### config.mk
export PLATFORM = sky130hd
export DESIGN_NAME = core_timer_sched
export DESIGN_NICKNAME = d
export VERILOG_FILES = /design/src/rtl/core_timer_sched.sv
export SDC_FILE = /design/constraint.sdc
export NUM_CORES = 1
export LEC_CHECK = 0
export ABC_AREA = 1
export ABC_CLOCK_PERIOD_IN_PS = 5300
export CAP_MARGIN = 0
export CELL_PAD_IN_SITES_DETAIL_PLACEMENT = 1
export CELL_PAD_IN_SITES_GLOBAL_PLACEMENT = 1
export CORE_MARGIN = 2
export CORE_UTILIZATION = 36
export DETAILED_ROUTE_END_ITERATION = 8
export GPL_ROUTABILITY_DRIVEN = 1
export PLACE_DENSITY_LB_ADDON = 0.1
export SYNTH_ARGS = -nofsm -noshare
export SYNTH_HDL_FRONTEND = slang
export SYNTH_SLANG_ARGS = --single-unit
### constraint.sdc
create_clock -name ACLK -period 5.3 [get_ports ACLK]
set_input_delay 0.53 -clock ACLK [delete_from_list [all_inputs] [get_ports ACLK]]
set_output_delay 0.53 -clock ACLK [all_outputs]
set_load 0.03 [all_outputs]
### src/rtl/core_timer_sched.sv
// core_timer_sched: shares the core_timer_regs register port between host
// accesses and a hardware auto-reload engine. On a timer interrupt the engine
// advances mtimecmp by `period` using the glitch-free write order
// low=all-ones, high, low, so software receives a periodic tick.
//
// Optional feature macro: CORE_TIMER_SCHED_SKIP_EN
//   defined   : a reload that would still land at or before mtime is pushed
//               to mtime + period instead (missed ticks are skipped).
//   undefined : mtimecmp always advances by exactly one period (catch-up).
//
// AXI_DATA_WIDTH is expected to be 32: mtimecmp is handled as two words.
module core_timer_sched #(
  parameter int          AXI_DATA_WIDTH = 32,
  parameter logic [15:0] MTIMECMP_ADDR  = 16'h0008
) (
  input  logic                      ACLK,
  input  logic                      ARESET,
  input  logic                      host_wr_req,
  input  logic                      host_rd_req,
  input  logic [15:0]               host_addr,
  input  logic [AXI_DATA_WIDTH-1:0] host_wdata,
  output logic                      host_ready,
  output logic [AXI_DATA_WIDTH-1:0] host_rdata,
  output logic                      host_rdata_valid,
  input  logic                      auto_en,
  input  logic [AXI_DATA_WIDTH-1:0] period,
  input  logic                      timer_int,
  input  logic [63:0]               mtime,
  output logic                      reg_valid_write,
  output logic                      reg_valid_read,
  output logic [15:0]               reg_addr,
  output logic [AXI_DATA_WIDTH-1:0] reg_wdata,
  input  logic [AXI_DATA_WIDTH-1:0] reg_rdata,
  input  logic                      reg_rdata_valid,
  output logic                      busy,
  output logic [15:0]               reload_cnt
);

  localparam logic [15:0] MTIMECMPH_ADDR = MTIMECMP_ADDR + 16'd4;

  typedef enum logic [2:0] {
    IDLE    = 3'd0,
    CALC    = 3'd1,
    WR_LMAX = 3'd2,
    WR_H    = 3'd3,
    WR_L    = 3'd4,
    HOLD    = 3'd5
  } state_t;

  state_t      state;
  logic [63:0] cmp_sh;
  logic [63:0] nxt;
  logic [15:0] reload_cnt_q;
  logic        trig;
  logic        pass;

`ifdef CORE_TIMER_SCHED_SKIP_EN
  // Next compare value; a target already in the past jumps ahead of mtime.
  function automatic logic [63:0] next_cmp(input logic [63:0] cmp,
                                           input logic [AXI_DATA_WIDTH-1:0] per,
                                           input logic [63:0] now);
    logic [63:0] sum;
    sum = cmp + 64'(per);
    if (sum <= now) begin
      return now + 64'(per);
    end
    return sum;
  endfunction
`else
  // Next compare value; advances exactly one period, wrapping modulo 2^64.
  function automatic logic [63:0] next_cmp(input logic [63:0] cmp,
                                           input logic [AXI_DATA_WIDTH-1:0] per);
    return cmp + 64'(per);
  endfunction

  // mtime only matters when skipping missed ticks.
  logic unused_mtime;
  assign unused_mtime = ^mtime;
`endif

  // The engine claims the port in the same IDLE cycle it sees the interrupt.
  assign trig = (state == IDLE) & auto_en & timer_int & (period != '0);
  assign pass = (state == IDLE) & ~trig & ~ARESET;

  // Reload sequencer, shadow of mtimecmp and completed-reload counter.
  always_ff @(posedge ACLK) begin
    if (ARESET) begin
      state        <= IDLE;
      cmp_sh       <= '1;
      nxt          <= '0;
      reload_cnt_q <= '0;
    end else begin
      case (state)
        IDLE: begin
          if (trig) begin
            state <= CALC;
          end else if (host_wr_req) begin
            if (host_addr == MTIMECMP_ADDR)  cmp_sh[31:0]  <= host_wdata;
            if (host_addr == MTIMECMPH_ADDR) cmp_sh[63:32] <= host_wdata;
          end
        end
        CALC: begin
`ifdef CORE_TIMER_SCHED_SKIP_EN
          nxt <= next_cmp(cmp_sh, period, mtime);
`else
          nxt <= next_cmp(cmp_sh, period);
`endif
          state <= WR_LMAX;
        end
        WR_LMAX: state <= WR_H;
        WR_H:    state <= WR_L;
        WR_L: begin
          cmp_sh       <= nxt;
          reload_cnt_q <= reload_cnt_q + 16'd1;
          state        <= HOLD;
        end
        HOLD:    state <= IDLE;
        default: state <= IDLE;
      endcase
    end
  end

  // Register-port mux: host pass-through in IDLE, engine writes otherwise.
  always_comb begin
    reg_valid_write  = 1'b0;
    reg_valid_read   = 1'b0;
    reg_addr         = '0;
    reg_wdata        = '0;
    host_rdata       = '0;
    host_rdata_valid = 1'b0;
    if (pass) begin
      reg_valid_write  = host_wr_req;
      reg_valid_read   = host_rd_req;
      reg_addr         = host_addr;
      reg_wdata        = host_wdata;
      host_rdata       = reg_rdata;
      host_rdata_valid = reg_rdata_valid;
    end else if (!ARESET) begin
      case (state)
        WR_LMAX: begin
          reg_valid_write = 1'b1;
          reg_addr        = MTIMECMP_ADDR;
          reg_wdata       = '1;
        end
        WR_H: begin
          reg_valid_write = 1'b1;
          reg_addr        = MTIMECMPH_ADDR;
          reg_wdata       = nxt[63:32];
        end
        WR_L: begin
          reg_valid_write = 1'b1;
          reg_addr        = MTIMECMP_ADDR;
          reg_wdata       = nxt[31:0];
        end
        default: ;
      endcase
    end
  end

  // Status outputs are held at zero during the reset cycle.
  assign host_ready = pass;
  assign busy       = (state != IDLE) & ~ARESET;
  assign reload_cnt = ARESET ? 16'd0 : reload_cnt_q;

endmodule

==> results.yml, run 1 <==
timing:
  fin_skew_ps: 17.6
  worst_slew_pin_slew_ps: 1030
  period_share_pct: 80.7
  timing.fmax_mhz: 234
  drv_slew: 0
  whs_ps: 488
  post-route-min-period_ps: 4280
  tns_ps: 0
  max_slew_margin_pct: 30.8
  setup_violations: 0
  rsz0062_at_grt: "no"
  hold_viol: 0
setup_path:
  r2r_setup_slack_ps: 2550
  cp_max_fo: 23
  regToRegEndpoint: "nxt[44]"
  setup.worst_path.end: "reg_wdata[17]"
  rr_worst_depth: 16
  worst_setup_path_end_kind: "output pin"
  critical_path.startpoint: "period[16]"
  cp-start-kind: "input port"
  worstPathRequired_ps: 4770
  cp.arrival_ps: 3750
  worstReg2RegStart: "cmp_sh[0]"
  path_class: "in -> out"
pwr:
  pwr-share-clk_pct: 24.7
  peakVddDrop_mv: 0.191
  power_density_nw_per_um2: 354
  pwr-share-comb_pct: 47.5
  power_mw: 5.10
  p_leak_nw: 7.52
  p_int_mw: 2.76
  power.share.sequential_pct: 27.8
  swShare_pct: 45.8
  power.switching_mw: 2.34
clock_tree:
  path_clk_slew_ps: 70
  ctsHoldBuffers: 0
  post-cts-setup-buffer-count: 0
  cts_root_buffer: "clkbuf_16"
  clkLatencyLatePin_ps: 450
  htreeDepth: 4
  cts_resized: 0
  cts_tree: "built"
  cts_buffers: 17
  cts_sinks: 147
  cts_buffer_depth: 2
synthesis:
  yosys_warnings: 0
  synth_compound_gate_area_share_pct: 19.3
  synth_commonest_cells: "nand2_1 (510), inv_1 (421), nor2_1 (216)"
  seq_area_frac_synth_pct: 26.0
  synthAdderAreaFrac_pct: 3.83
  synth_top_family_by_area: "simple AND/OR/NAND/NOR gates"
  yosysTopAreaCellShare_pct: 26.0
  synth-main-ff-cell: "dfxtp_1"
  synth.net_count: 2213
  syn_avg_cell_area_um2: 5.67
  synthesis.instances: 1996
  synth_simple_gate_area_share_pct: 31.7
  synth_area_leaders: "dfxtp_1 (26%), nand2_1 (17%), inv_1 (14%)"
  netlist.top_cell.by_area: "dfxtp_1"
  ys_seq_elements: 147
  synth_edf_count: 0
  synth_xor_xnor_area_share_pct: 2.32
  yosysMostFrequentCell: "nand2_1"
  synthMuxAreaShare_pct: 0
  yosysUniqueCellTypes: 37
  syn_area_um2: 11300
  postSynth.asyncResetShare_pct: 0
global_route:
  overflow: 0
  grt_pass1_wl_um: 74200
  grt_max_degree: 152
  antenna_found_initial: 0
  track_usage_pct: 29.1
  grt_pass1_vias: 13200
placement:
  place_congestion: 0.974
  placed_cells: 2545
  io_buffers: 219
  post-dp-hpwl_um: 37800
drt:
  vias: 13100
  routedWlPerCell_um: 18.7
  first_pass_iters: 5
  drc: 0
  wl_um: 48100
  via_per_inst: 5.10
  drtIter0Drc: 769
  ant_nets: 0
final_layout:
  final_cells: 2578
  area_delta_synth_final_pct: 27.3
  final_nets: 2385
  final_util_pct: 46.9
  n_fill_cell: 4275
  drive_gt1_share_pct: 2.98
floorplan:
  ios: 284
  initial_core_util_pct: 36.8
  die_w_um: 181
  die_h_um: 181
  dieArea_um2: 32900
  rows: 64
  core_area_um2: 30700
worst_hold_path:
  hp-class: "reg -> reg"
outcome:
  status: "completed"
job:
  cap_violations: 0
## area by class of cell
cell class,instances,area (um^2),share of cell area (%)
well taps,396,495,3.44
repair buffers,229,2290,15.9
diodes,1,2.50,0.0174
inverters,425,1600,11.1
multi-input cells,1348,6470,44.9
flip-flops and latches,147,2940,20.4
clock buffers,17,425,2.95
clock inverters,15,185,1.29
## worst min-delay path by stage
stage | end | slack, ps | depth (start not counted) | start
after global routing | cmp_sh[17] | 510 | 2 | cmp_sh[17]
after global placement | cmp_sh[8] | 460 | 2 | cmp_sh[8]
after floorplan | cmp_sh[0] | 450 | 2 | cmp_sh[0]
after CTS | cmp_sh[12] | 490 | 2 | cmp_sh[12]
after detailed placement | cmp_sh[12] | 470 | 2 | cmp_sh[12]
final | cmp_sh[12] | 490 | 2 | cmp_sh[12]
## cell families (layout without fill, tap and decap cells)
kind of cell,Yosys count,after routing
other cells,0,1
xor+xnor,30,30
fa+ha+maj,34,34
buf+inv,501,686
simple gates,876,876
flops,147,147
compound gates,408,408
## layer usage
| metal | up-vias | wire length, um | track usage [%] |
|---|---|---|---|
| met5 | - | 0 | 0 |
| met4 | 0 | 1460 | 10.4 |
| met3 | 57 | 2480 | 4.35 |
| met2 | 334 | 22900 | 50.7 |
| met1 | 6221 | 21200 | 36.5 |
| li1 | 6535 | - | - |
## worst max-delay path: stages
cell and delay, ps:
clkdlybuf4s50_1 470, nor2_1 240, nand4_1 310, or2_2 410
o21bai_4 290, nand3_2 120, inv_2 270, buf_12 210
nand2_1 60, o21ai_0 70, clkdlybuf4s50_1 710
## per-stage QoR
step	setup WS [ps]	instance area (um^2)
floorplan	2520	11300
global placement	1000	13800
detailed placement	994	13800
CTS	997	14400
global route	849	14400
finish	1020	14400
## cells in the final DEF, fill, tap and decap left out, types with 4 or more instances in the layout
master           instances
nand2_1                510
inv_1                  421
clkdlybuf4s50_1        218
nor2_1                 215
o21ai_0                201
a21oi_1                153
dfxtp_1                147
nand3_1                 84
ha_1                    33
xor2_1                  28
a221oi_1                22
nor3_1                  21
nand4_1                 19
clkbuf_16               17
o21ai_1                 14
o21bai_1                11
buf_4                    9
clkinv_8                 6
nand3b_1                 5
nor2_2                   5
inv_2                    4
inv_8                    4
## flip-flops by register name (all words and copies together) (netlist names)
register / count
state: 3
nxt: 64
cmp_sh: 64
reload_cnt_q: 16
## power by group through the flow
| stage | clock (mW) | combinational [mW] | sequential [mW] |
|---|---|---|---|
| 3_5_place_dp | 0 | 2.41 | 1.44 |
| 3_3_place_gp | 0 | 2.36 | 1.43 |
| 4_1_cts | 1.27 | 2.42 | 1.41 |
| 2_1_floorplan | 0 | 1.53 | 1.39 |
| 6_report | 1.26 | 2.42 | 1.42 |
| 5_1_grt | 1.32 | 2.65 | 1.44 |
Power figures use the tool's default switching activity.
==> run 2, diff against run 1 <==
ABC_CLOCK_PERIOD_IN_PS = 3440   (was 5300)
CORE_UTILIZATION = 30   (was 36)
clock period = 3.44 ns   (was 5.3 ns; I/O delays follow)
==> run 2 against run 1 <==
Power grew 55%. Critical path depth is the same. Setup slack lost 880 ps. Critical endpoint is now reg_wdata[25]. Largest cell class unchanged.
==> results.yml, run 2 (same netlist as run 1, synthesis figures left out) <==
outcome:
  status: "completed"
clock_tree:
  cts_root_buffer: "clkbuf_16"
  clkLatencyLatePin_ps: 440
  htreeDepth: 4
  cts_sinks: 147
  ctsHoldBuffers: 0
  cts_resized: 0
  cts_buffer_depth: 2
  cts_tree: "built"
  cts_buffers: 17
  post-cts-setup-buffer-count: 0
  path_clk_slew_ps: 60
global_route:
  grt_pass1_wl_um: 73900
  overflow: 0
  antenna_found_initial: 0
  grt_max_degree: 123
  track_usage_pct: 24.9
  grt_pass1_vias: 13000
setup_path:
  critical_path.startpoint: "period[28]"
  cp.arrival_ps: 2950
  critical_path.cell_chain: "clkdlybuf4s50_1 -> nor2_1 -> nand4_1 -> or2_2 -> o21bai_4 -> nand3_2 -> inv_2 -> buf_4 -> nand2_1 -> o21ai_0 -> buf_12"
  worstReg2RegStart: "cmp_sh[6]"
  rr_worst_depth: 14
  worstPathRequired_ps: 3100
  cp-start-kind: "input port"
  cp_max_fo: 12
  path_class: "in -> out"
  cp_slowest_cell: "clkdlybuf4s50_1"
  worst_setup_path_end_kind: "output pin"
  slowest_delay_ps: 460
placement:
  io_buffers: 219
  place_congestion: 0.985
  post-dp-hpwl_um: 39000
timing:
  worst_slew_pin_slew_ps: 708
  timing.fmax_mhz: 303
  period_share_pct: 95.8
  max_slew_margin_pct: 52.7
  rsz0062_at_grt: "no"
  fin_skew_ps: 11.7
  setup_violations: 0
  tns_ps: 0
  drv_slew: 0
  post-route-min-period_ps: 3300
  hold_viol: 0
floorplan:
  core_area_um2: 37400
  dieArea_um2: 39300
  die_w_um: 198
  die_h_um: 198
  ios: 284
  rows: 71
  initial_core_util_pct: 30.3
final_layout:
  final_nets: 2397
  area_delta_synth_final_pct: 29.0
  largestRegisters: "cmp_sh x64, nxt x64, reload_cnt_q x16"
  antenna_cells: 0
  final_cell_mix: "nand2_1 (510), inv_1 (421), nor2_1 (215)"
  n_fill_cell: 5005
  final_util_pct: 39.0
  drive_gt1_share_pct: 7.21
  layout_commonest_cell: "nand2_1"
worst_hold_path:
  min_from: "ARESET"
  min_path_cells: 5
  hp-class: "in -> reg"
drt:
  drc: 0
  vias: 13000
  wl_um: 48700
  routedWlPerCell_um: 18.0
  first_pass_iters: 5
  ant_nets: 0
  drtIter0Drc: 631
  via_per_inst: 4.80
pwr:
  power_density_nw_per_um2: 541
  peakVddDrop_mv: 0.352
  p_leak_nw: 7.76
  power_mw: 7.90
job:
  cap_violations: 0
run 2: worst paths after layout:
kind | end | slack, ps
max reg2reg | nxt[35] | 800
min | reload_cnt_q[8] | 440
min reg2reg | cmp_sh[13] | 470
max | reg_wdata[25] | 140
run 2: cell type report:
class,instances,area (um^2),area share (%)
multi-input cells,1348,6470,44.3
flip-flops and latches,147,2940,20.2
repair buffers,241,2370,16.2
inverters,425,1600,10.9
well taps,511,639,4.38
clock buffers,22,474,3.25
clock inverters,9,105,0.720
run 2: critical path: cells and delay by family:
kind | cells | cell delay (ps)
compound gates | 2 | 360
buf+inv | 4 | 930
simple gates | 5 | 1290
run 2: metrics by stage:
step	setup slack, ps	cell area (um^2)	hold slack [ps]	std cells
after detailed placement	187	14000	467	2672
after global routing	50.0	14600	452	2703
after CTS	186	14600	420	2703
after global placement	209	14000	458	2672
after floorplan	1030	11300	447	1996
final	144	14600	442	2703
run 2: per-layer routing:
metal	part of all wire [%]	vias up	global-route usage, %
met3	4.8	46	4.02
met5	0	-	0
met1	45	6096	31.4
li1	-	6562	-
met4	2.2	0	6.60
met2	48	260	43.7
run 2: where the power goes:
group	internal (mW)	switching, mW	total [mW]
logic	1.33	2.48	3.81
registers	1.99	0.191	2.18
clock network	1.12	0.791	1.91
total	4.44	3.46	7.90
==> run 3, diff against run 2 <==
ABC_CLOCK_PERIOD_IN_PS = 4200   (was 3440)
CORE_UTILIZATION = 36   (was 30)
clock period = 4.2 ns   (was 3.44 ns; I/O delays follow)
==> run 3 against run 2 <==
Sequential power decreased by 18%. Worst hold slack better by 48 ps. Via count up 1.7%. Core utilization increased by 7.9 points. Clock power fell by 17%. First-iteration DRC count grew 27%.
==> results.yml, run 3 (same netlist as run 1, synthesis figures left out) <==
outcome:
  status: "completed"
final_layout:
  n_fill_cell: 4295
  layout_commonest_cell: "nand2_1"
  area_delta_synth_final_pct: 27.6
  antenna_cells: 0
  final_cell_mix: "nand2_1 (510), inv_1 (421), nor2_1 (215)"
  final_cells: 2580
  drive_gt1_share_pct: 4.76
  design_area_um2: 14400
  largestRegisters: "cmp_sh x64, nxt x64, reload_cnt_q x16"
  final_nets: 2388
  final_util_pct: 47.0
setup_path:
  path_delay_family: "buffers and inverters"
  worstPathRequired_ps: 3780
  worstReg2RegStart: "cmp_sh[0]"
  cp_max_fo: 49
  cp_num_buf_inv: 3
  regToRegEndpoint: "nxt[44]"
  worst_setup_path_end_kind: "output pin"
  rr_worst_depth: 16
  cp_slowest_cell: "clkdlybuf4s50_1"
  cp.arrival_ps: 3380
  cp-start-kind: "input port"
  path_class: "in -> out"
  slowest_delay_ps: 690
  r2r_setup_slack_ps: 1440
  critical_path.cell_chain: "clkdlybuf4s50_1 -> nor2_1 -> nand4_1 -> or2_2 -> o21bai_4 -> nand3_2 -> buf_12 -> nor2_1 -> clkdlybuf4s50_1"
  critical_path.startpoint: "period[16]"
worst_hold_path:
  min_path_cells: 2
  hp-class: "reg -> reg"
  min_from: "cmp_sh[14]"
  min_to: "cmp_sh[14]"
timing:
  setup_violations: 0
  tns_ps: 0
  rsz0062_at_grt: "no"
  max_slew_margin_pct: 40.6
  fin_skew_ps: 12.7
  drv_slew: 0
  timing.fmax_mhz: 263
  whs_ps: 490
  post-route-min-period_ps: 3800
  period_share_pct: 90.4
  worst_slew_pin_slew_ps: 889
  hold_viol: 0
clock_tree:
  path_clk_slew_ps: 60
  cts_tree: "built"
  cts_root_buffer: "clkbuf_16"
  clkLatencyLatePin_ps: 430
  cts_buffers: 17
  post-cts-setup-buffer-count: 0
  cts_sinks: 147
  cts_buffer_depth: 2
  cts_resized: 0
  ctsHoldBuffers: 0
  htreeDepth: 4
placement:
  placed_cells: 2548
  place_area_um2: 13900
  post-dp-hpwl_um: 37800
  io_buffers: 219
  place_congestion: 0.944
pwr:
  swShare_pct: 44.0
  pwr-share-clk_pct: 24.5
  power.share.sequential_pct: 27.6
  power.switching_mw: 2.84
  p_int_mw: 3.62
  power_density_nw_per_um2: 447
  peakVddDrop_mv: 0.210
  p_leak_nw: 7.62
  pwr-share-comb_pct: 47.9
global_route:
  grt_pass1_wl_um: 73700
  grt_max_degree: 152
  grt_pass1_vias: 13100
  track_usage_pct: 28.9
  overflow: 0
  antenna_found_initial: 0
floorplan:
  core_area_um2: 30700
  rows: 64
  ios: 284
  die_h_um: 181
  die_w_um: 181
  dieArea_um2: 32900
  initial_core_util_pct: 36.8
drt:
  vias: 13200
  first_pass_iters: 5
  drc: 0
  routedWlPerCell_um: 18.5
  via_per_inst: 5.11
  drtIter0Drc: 799
  ant_nets: 0
  wl_um: 47800
job:
  cap_violations: 0
run 3: changes by cell type in the layout (fill, tap and decap cells not counted), sizes merged:
cell,delta
inv,+2
clkbuf,-1
buf,-55
clkdlybuf4s50,+46
run 3: worst min-delay path, cell delays in order (launching register included):
cell	delay, ps
dfxtp_1	330
a21oi_1	60
o21ai_1	60
run 3: layout make-up:
type	instances	area [um^2]	area share (%)
clock buffers	21	460	3.19
clock inverters	11	126	0.875
inverters	425	1600	11.0
multi-input cells	1348	6480	44.9
flip-flops and latches	147	2940	20.4
well taps	396	495	3.43
repair buffers	232	2340	16.2
run 3: per-layer routing:
| metal | up-vias | GRT usage [%] | wire, um |
|---|---|---|---|
| li1 | 6541 | - | - |
| met1 | 6245 | 36.4 | 21000 |
| met2 | 347 | 51.5 | 23100 |
| met3 | 46 | 4.07 | 2580 |
| met4 | 0 | 7.67 | 1080 |
| met5 | - | 0 | 0 |
run 3: how the worst max path moves through the flow:
stage / endpoint / slack, ps / cells past startpoint
4_1_cts: reg_addr[4] / 430 / 9
5_1_grt: reg_addr[4] / 330 / 9
2_1_floorplan: reg_valid_write / 1640 / 7
3_3_place_gp: reg_addr[0] / 460 / 9
3_5_place_dp: reg_addr[4] / 430 / 9
6_report: reg_addr[4] / 400 / 9
run 3: through the flow:
step | power (mW) | worst slack (ps)
after floorplan | 3.68 | 1640
after global placement | 4.81 | 459
after detailed placement | 4.90 | 433
after CTS | 6.49 | 429
after global routing | 6.87 | 328
final | 6.46 | 402
run 3: power by group through the flow:
stage / sequential, mW / clock, mW / combinational, mW
CTS: 1.78 / 1.61 / 3.10
floorplan: 1.75 / 0 / 1.93
global placement: 1.80 / 0 / 3.02
global route: 1.81 / 1.66 / 3.40
finish: 1.78 / 1.58 / 3.10
detailed placement: 1.81 / 0 / 3.09
